`src/rtl/regfile_pkg.sv`:
```
// Shared register-file definitions: clear-engine state encoding and the
// default datapath widths also used by decode and writeback.
package regfile_pkg;

  localparam int DATA_W_DEF = 32;
  localparam int ADDR_W_DEF = 5;

  typedef enum logic {
    ST_CLEAR = 1'b0,
    ST_IDLE  = 1'b1
  } state_e;

endpackage

```
`src/rtl/regfile_read_port.sv`:
```
// One registered read port: zero-register override, write-first bypass,
// then array select, captured on an accepted read.
module regfile_read_port
  import regfile_pkg::*;
#(
  parameter int DATA_W   = DATA_W_DEF,
  parameter int ADDR_W   = ADDR_W_DEF,
  parameter int ZERO_REG = 1
) (
  input  logic                               clk,
  input  logic                               rst_n,
  input  logic                               accept,
  input  logic [ADDR_W-1:0]                  addr,
  input  logic                               wr_en,
  input  logic [ADDR_W-1:0]                  wr_addr,
  input  logic [DATA_W-1:0]                  wr_data,
  input  logic [2**ADDR_W-1:0][DATA_W-1:0]   mem,
  output logic [DATA_W-1:0]                  data
);

  logic [DATA_W-1:0] sel;

  // The zero register wins over the bypass, so a dropped write never leaks out.
  always_comb begin
    sel = mem[addr];
    if ((ZERO_REG != 0) && (addr == '0)) begin
      sel = '0;
    end else if (wr_en && (wr_addr == addr)) begin
      sel = wr_data;
    end
  end

  always_ff @(posedge clk) begin
    if (!rst_n) begin
      data <= '0;
    end else if (accept) begin
      data <= sel;
    end
  end

endmodule

```
`src/rtl/reg_file_param.sv`:
```
// Parametrised register file: N_READ registered read ports, one write port,
// and a clear engine that walks the array to zero after reset or on request.
module reg_file_param
  import regfile_pkg::*;
#(
  parameter int DATA_W   = DATA_W_DEF,
  parameter int ADDR_W   = ADDR_W_DEF,
  parameter int N_READ   = 2,
  parameter int ZERO_REG = 1
) (
  input  logic                       clk,
  input  logic                       rst_n,
  input  logic                       rd_en,
  input  logic [N_READ*ADDR_W-1:0]   rd_addr,
  output logic [N_READ*DATA_W-1:0]   rd_data,
  output logic                       rd_valid,
  input  logic                       wr_en,
  input  logic [ADDR_W-1:0]          wr_addr,
  input  logic [DATA_W-1:0]          wr_data,
  input  logic                       clr_req,
  output logic                       busy
);

  localparam int DEPTH = 2**ADDR_W;

  state_e                        state;
  state_e                        state_nxt;
  logic [ADDR_W-1:0]             idx;
  logic [ADDR_W-1:0]             idx_nxt;
  logic [DEPTH-1:0][DATA_W-1:0]  mem;
  logic                          rd_accept;
  logic                          wr_ok;

  assign busy      = (state == ST_CLEAR);
  assign rd_accept = rd_en && (state == ST_IDLE);
  assign wr_ok     = wr_en && (state == ST_IDLE) &&
                     !((ZERO_REG != 0) && (wr_addr == '0));

  always_ff @(posedge clk) begin
    if (!rst_n) begin
      state <= ST_CLEAR;
      idx   <= '0;
    end else begin
      state <= state_nxt;
      idx   <= idx_nxt;
    end
  end

  always_comb begin
    state_nxt = state;
    idx_nxt   = idx;
    case (state)
      ST_CLEAR: begin
        idx_nxt = idx + 1'b1;
        if (idx == ADDR_W'(DEPTH - 1)) begin
          state_nxt = ST_IDLE;
        end
      end
      ST_IDLE: begin
        if (clr_req) begin
          state_nxt = ST_CLEAR;
          idx_nxt   = '0;
        end
      end
      default: begin
        state_nxt = ST_CLEAR;
        idx_nxt   = '0;
      end
    endcase
  end

  // Contents are only ever zeroed by the walk, never by reset itself.
  always_ff @(posedge clk) begin
    if (rst_n) begin
      if (state == ST_CLEAR) begin
        mem[idx] <= '0;
      end else if (wr_ok) begin
        mem[wr_addr] <= wr_data;
      end
    end
  end

  always_ff @(posedge clk) begin
    if (!rst_n) begin
      rd_valid <= 1'b0;
    end else begin
      rd_valid <= rd_accept;
    end
  end

  for (genvar p = 0; p < N_READ; p++) begin : g_port
    regfile_read_port #(
      .DATA_W   (DATA_W),
      .ADDR_W   (ADDR_W),
      .ZERO_REG (ZERO_REG)
    ) u_port (
      .clk     (clk),
      .rst_n   (rst_n),
      .accept  (rd_accept),
      .addr    (rd_addr[p*ADDR_W +: ADDR_W]),
      .wr_en   (wr_en),
      .wr_addr (wr_addr),
      .wr_data (wr_data),
      .mem     (mem),
      .data    (rd_data[p*DATA_W +: DATA_W])
    );
  end

endmodule

```
`config.mk`:
```
export PLATFORM = sky130hd
export DESIGN_NAME = reg_file_param
export DESIGN_NICKNAME = d
export VERILOG_FILES = /design/src/rtl/regfile_pkg.sv /design/src/rtl/regfile_read_port.sv /design/src/rtl/reg_file_param.sv
export SDC_FILE = /design/constraint.sdc
export NUM_CORES = 2
export LEC_CHECK = 0
export BUFFER_PORTS_ARGS = -buffer_cell sky130_fd_sc_hd__buf_2
export CAP_MARGIN = 30
export CORE_MARGIN = 5
export CORE_UTILIZATION = 60
export CTS_CLUSTER_DIAMETER = 80
export DETAILED_ROUTE_END_ITERATION = 6
export PLACE_DENSITY = 0.77
export SKIP_CTS_REPAIR_TIMING = 1
export SLEW_MARGIN = 0
export SYNTH_ARGS = -nofsm -noshare
export SYNTH_HDL_FRONTEND = slang
export SYNTH_SLANG_ARGS = --single-unit
```
`constraint.sdc`:
```
create_clock -name clk -period 4.55 [get_ports clk]
set_input_delay 0.91 -clock clk [delete_from_list [all_inputs] [get_ports clk]]
set_output_delay 0.91 -clock clk [all_outputs]
set_load 0.02 [all_outputs]
```
==> results.md <==
- The worst-case reg-to-reg path depth is 6.
- Setup repair after global routing left no endpoint under its margin.
- The sequential fraction of the synthesis area is 52.3%.
- The width of the die is 330 µm.
- STA classifies the critical path endpoint as an output pin.
- Setup violations remaining at the end of the flow were counted as 0.
- Summed over all instances, the cell type with the most area after synthesis is sky130_fd_sc_hd__edfxtp_1.
- The die area is 109000 µm².
- Detailed placement finished with a half-perimeter wire length of 140000 µm.
- The initial antenna violation count is 18.
- The placeable core region is 102000 µm².
- The number of distinct library cell variants in the gate-level netlist after synthesis is 46.
- The number of hold violations in the final report is 0.
- The final critical path time including I/O delays and setup is 3.27 ns.
- The final net count is 5142.
- By count the netlist is led by 1292 x sky130_fd_sc_hd__nand2_1, 1024 x sky130_fd_sc_hd__edfxtp_1, 1023 x sky130_fd_sc_hd__o21ai_0.
- STA puts the critical path data arrival time at 2.36 ns.
- The aggregate routed wire length is 221000 µm.
- The post-route clock period utilization is 71.8%.
- During I/O placement, the number of pins put on the boundary was 118.
- The total number of vias is 49773.
- The setup skew after layout is 0.0312 ns.
- The number of clock buffers inserted by TritonCTS is 114.
- The initial core utilization is 60.4%.
- The number of global-route vias before repair came to 48230.
- The count of buffers inserted at the top-level ports is 117.
- Clock tree synthesis found a total of 1095 sinks.
- For this run, the detailed router's first-pass iteration total came to 7.
- The clock insertion delay at the later pin of the skew report is 0.73 ns.
- The area added between synthesis and finish is 11.4%.
- For this design the static power due to leakage is 25.5 nW.
- The headroom to the max-slew limit is 25.7%.
- The CTS tree is built.
- Across all hold checks on the routed design, the worst slack comes to 0.463 ns.
- The maximum number of pins on one net before global-route repair is 71.
- After filler insertion, the fill cell instance count of the layout stands at 7034.
- The synthesized netlist occupies a cell area of 61500 µm².
- The worst flop-to-flop path endpoint is g_port[1].u_port.data[6].
- Sorting the synthesized cells by area gives the leading types as sky130_fd_sc_hd__edfxtp_1 50%, sky130_fd_sc_hd__mux4_2 19%, sky130_fd_sc_hd__o21ai_0 8.3%.
- During synthesis, Yosys emitted a total of 0 warnings.
- The count of flip-flops with a built-in enable after synthesis is 1024.
- The core occupancy in the finished layout is 67.4%.
- The startpoint identified for the worst hold timing path is wr_data[28].
- The type of the most critical hold path is in2reg.
- The detail route stage leaves a number of antenna-violating nets equal to 0.
- Summed over all failing endpoints, the final setup total negative slack is 0 ns.
- The transition time at the pin with the least slew margin is 1.11 ns.
- The first global-routing pass estimated 321000 µm of wire.
- In the synthesized netlist the dominant register cell turns out to be sky130_fd_sc_hd__edfxtp_1.
- The depth of the CTS H-tree is 3.
- In the routed layout, each cell is associated on average with a via count of 7.58.
- The worst hold path terminates at g_port[0].u_port.data[28].
- The data required time of the worst path is 3.64 ns.
- The critical path is of the reg2out type.
- After detailed routing, the average wire length per cell comes to 33.7 µm.
- The library cell used as clock root buffer is sky130_fd_sc_hd__clkbuf_16.
- The number of design rule violations left after detail routing is 2.
- The clock passes through at most 3 buffers.
- The final weighted congestion in routability-driven placement is 0.985.
- The beginning of the worst register-to-register path is state.
- Measured along the y axis, the die boundary spans 330 µm.
- For this run, the top clock speed supported by timing is 306 MHz.
- The flow ran to the end, but the final reports show violations.
- The aggregate global routing overflow is 0.
- The synthesized netlist net count is 5215.
- After synthesis, the share of flip-flops with an asynchronous set or reset is 0%.
- The clock-pin slew on the worst setup and hold paths is 0.06 ns.
- The ratio of cells with drive above 1 in the final layout is 22.4%.
- The most common cell in the netlist is sky130_fd_sc_hd__nand2_1.
- The startpoint class of the critical path is a register.
- Max-cap violations in this run came to 0.
- The largest voltage drop on the vdd net is 327 µV.
- The synthesized instance count is 5158.
- The total routing usage reported by global routing is 40.1%.
- The fraction of synthesized cell area taken by the top area cell type is 50.0%.
- The final reports fail on DRC.
- For this block, the initial DRC count from the detailed router was 9182.
- The count of pins over their slew limit is 0.
- Along the worst path, the maximum fanout reaches 31.
- The power density over cell area is 363 nW/µm².
- The worst hold path passes through 3 cells.
- After floorplanning, the core was divided into 117 placement rows.
- The synthesis-stage register bit count is 1095.
- Averaged over all synthesized cells, the footprint is 11.9 µm².
- For flop-to-flop paths, the worst setup slack is 1.53 ns.
==> worst max-delay path, cell delays in order, from the launching register on <==
cell and delay [ns]:
sky130_fd_sc_hd__dfxtp_4 0.89, sky130_fd_sc_hd__inv_1 0.45, sky130_fd_sc_hd__buf_2 0.29
==> flip-flops by register name, indices dropped and copies added (netlist names) <==
register / cells
g_port.u_port.data: 64
idx: 5
mem: 1024
rd_valid: 1
state: 1
==> metrics by stage <==
| step | power, mW | area, µm² | worst slack [ns] | instances |
|---|---|---|---|---|
| final | 24.9 | 68500 | 1.28 | 6564 |
| after global routing | 25.5 | 68500 | 1.27 | 6552 |
| after CTS | 24.7 | 68500 | 1.33 | 6550 |
| after detailed placement | 15.3 | 64700 | 1.08 | 6335 |
| after global placement | 15.2 | 64100 | 1.08 | 6312 |
| after floorplan | 14.2 | 61500 | 0.602 | 5158 |
==> where the power goes <==
part | switching [mW] | internal, mW | total [mW]
logic | 1.84 | 1.32 | 3.16
clock network | 4.22 | 5.37 | 9.59
registers | 0.441 | 11.7 | 12.2
==> final cells by class <==
class / count / area [µm²] / area share [%]
flip-flops and latches: 1095 / 32200 / 46.9
multi-input cells: 3510 / 27700 / 40.5
clock buffers: 151 / 3170 / 4.62
repair buffers: 332 / 3000 / 4.37
well taps: 1368 / 1710 / 2.50
clock inverters: 64 / 604 / 0.882
inverters: 32 / 120 / 0.175
diodes: 12 / 30.0 / 0.0438
==> layer usage <==
metal	share of wire, %	GRT usage [%]	vias to the layer above	routed length (µm)
met5	0.090	0.843	-	199
met4	6.6	19.4	14	14500
met3	20	19.1	1110	43300
met2	43	57.7	5273	94200
met1	31	51.4	23998	69200
li1	-	-	19378	-
==> worst max-delay path by stage <==
stage,from,end,slack [ns]
3_3_place_gp,rd_addr[1],g_port[0].u_port.data[12],1.08
5_1_grt,state,busy,1.27
3_5_place_dp,wr_addr[2],mem[555],1.08
2_1_floorplan,wr_addr[1],mem[1000],0.60
6_report,state,busy,1.28
4_1_cts,state,busy,1.33
==> cells in the final DEF (no fill, tap or decap), drive strengths merged, types with 33 or more instances in the layout <==
| cell | synthesis | final |
|---|---|---|
| mux4 | 512 | 512 |
| mux2i | 160 | 160 |
| edfxtp | 1024 | 1024 |
| and2 | 36 | 36 |
| clkbuf | 369 | 153 |
| nand2 | 1292 | 1292 |
| a21oi | 52 | 52 |
| inv | 32 | 38 |
| nor2 | 38 | 38 |
| a22oi | 33 | 33 |
| clkinv | 0 | 45 |
| nand2b | 68 | 68 |
| o21ai | 1059 | 1059 |
| dfxtp | 71 | 71 |
| buf | 152 | 330 |
| a32oi | 64 | 64 |
==> cells by family after synthesis <==
| family | share of synthesized area, % |
|---|---|
| and+or+nand+nor | 9.85 |
| adders and majority gates | 0.102 |
| xor gates and xnor gates | 0.142 |
| DFF | 52.3 |
| AOI/OAI and AO/OA | 11.7 |
| muxes | 21.9 |
| buffers and inverters | 3.97 |
Note: power is estimated with default switching activity, not from simulation.
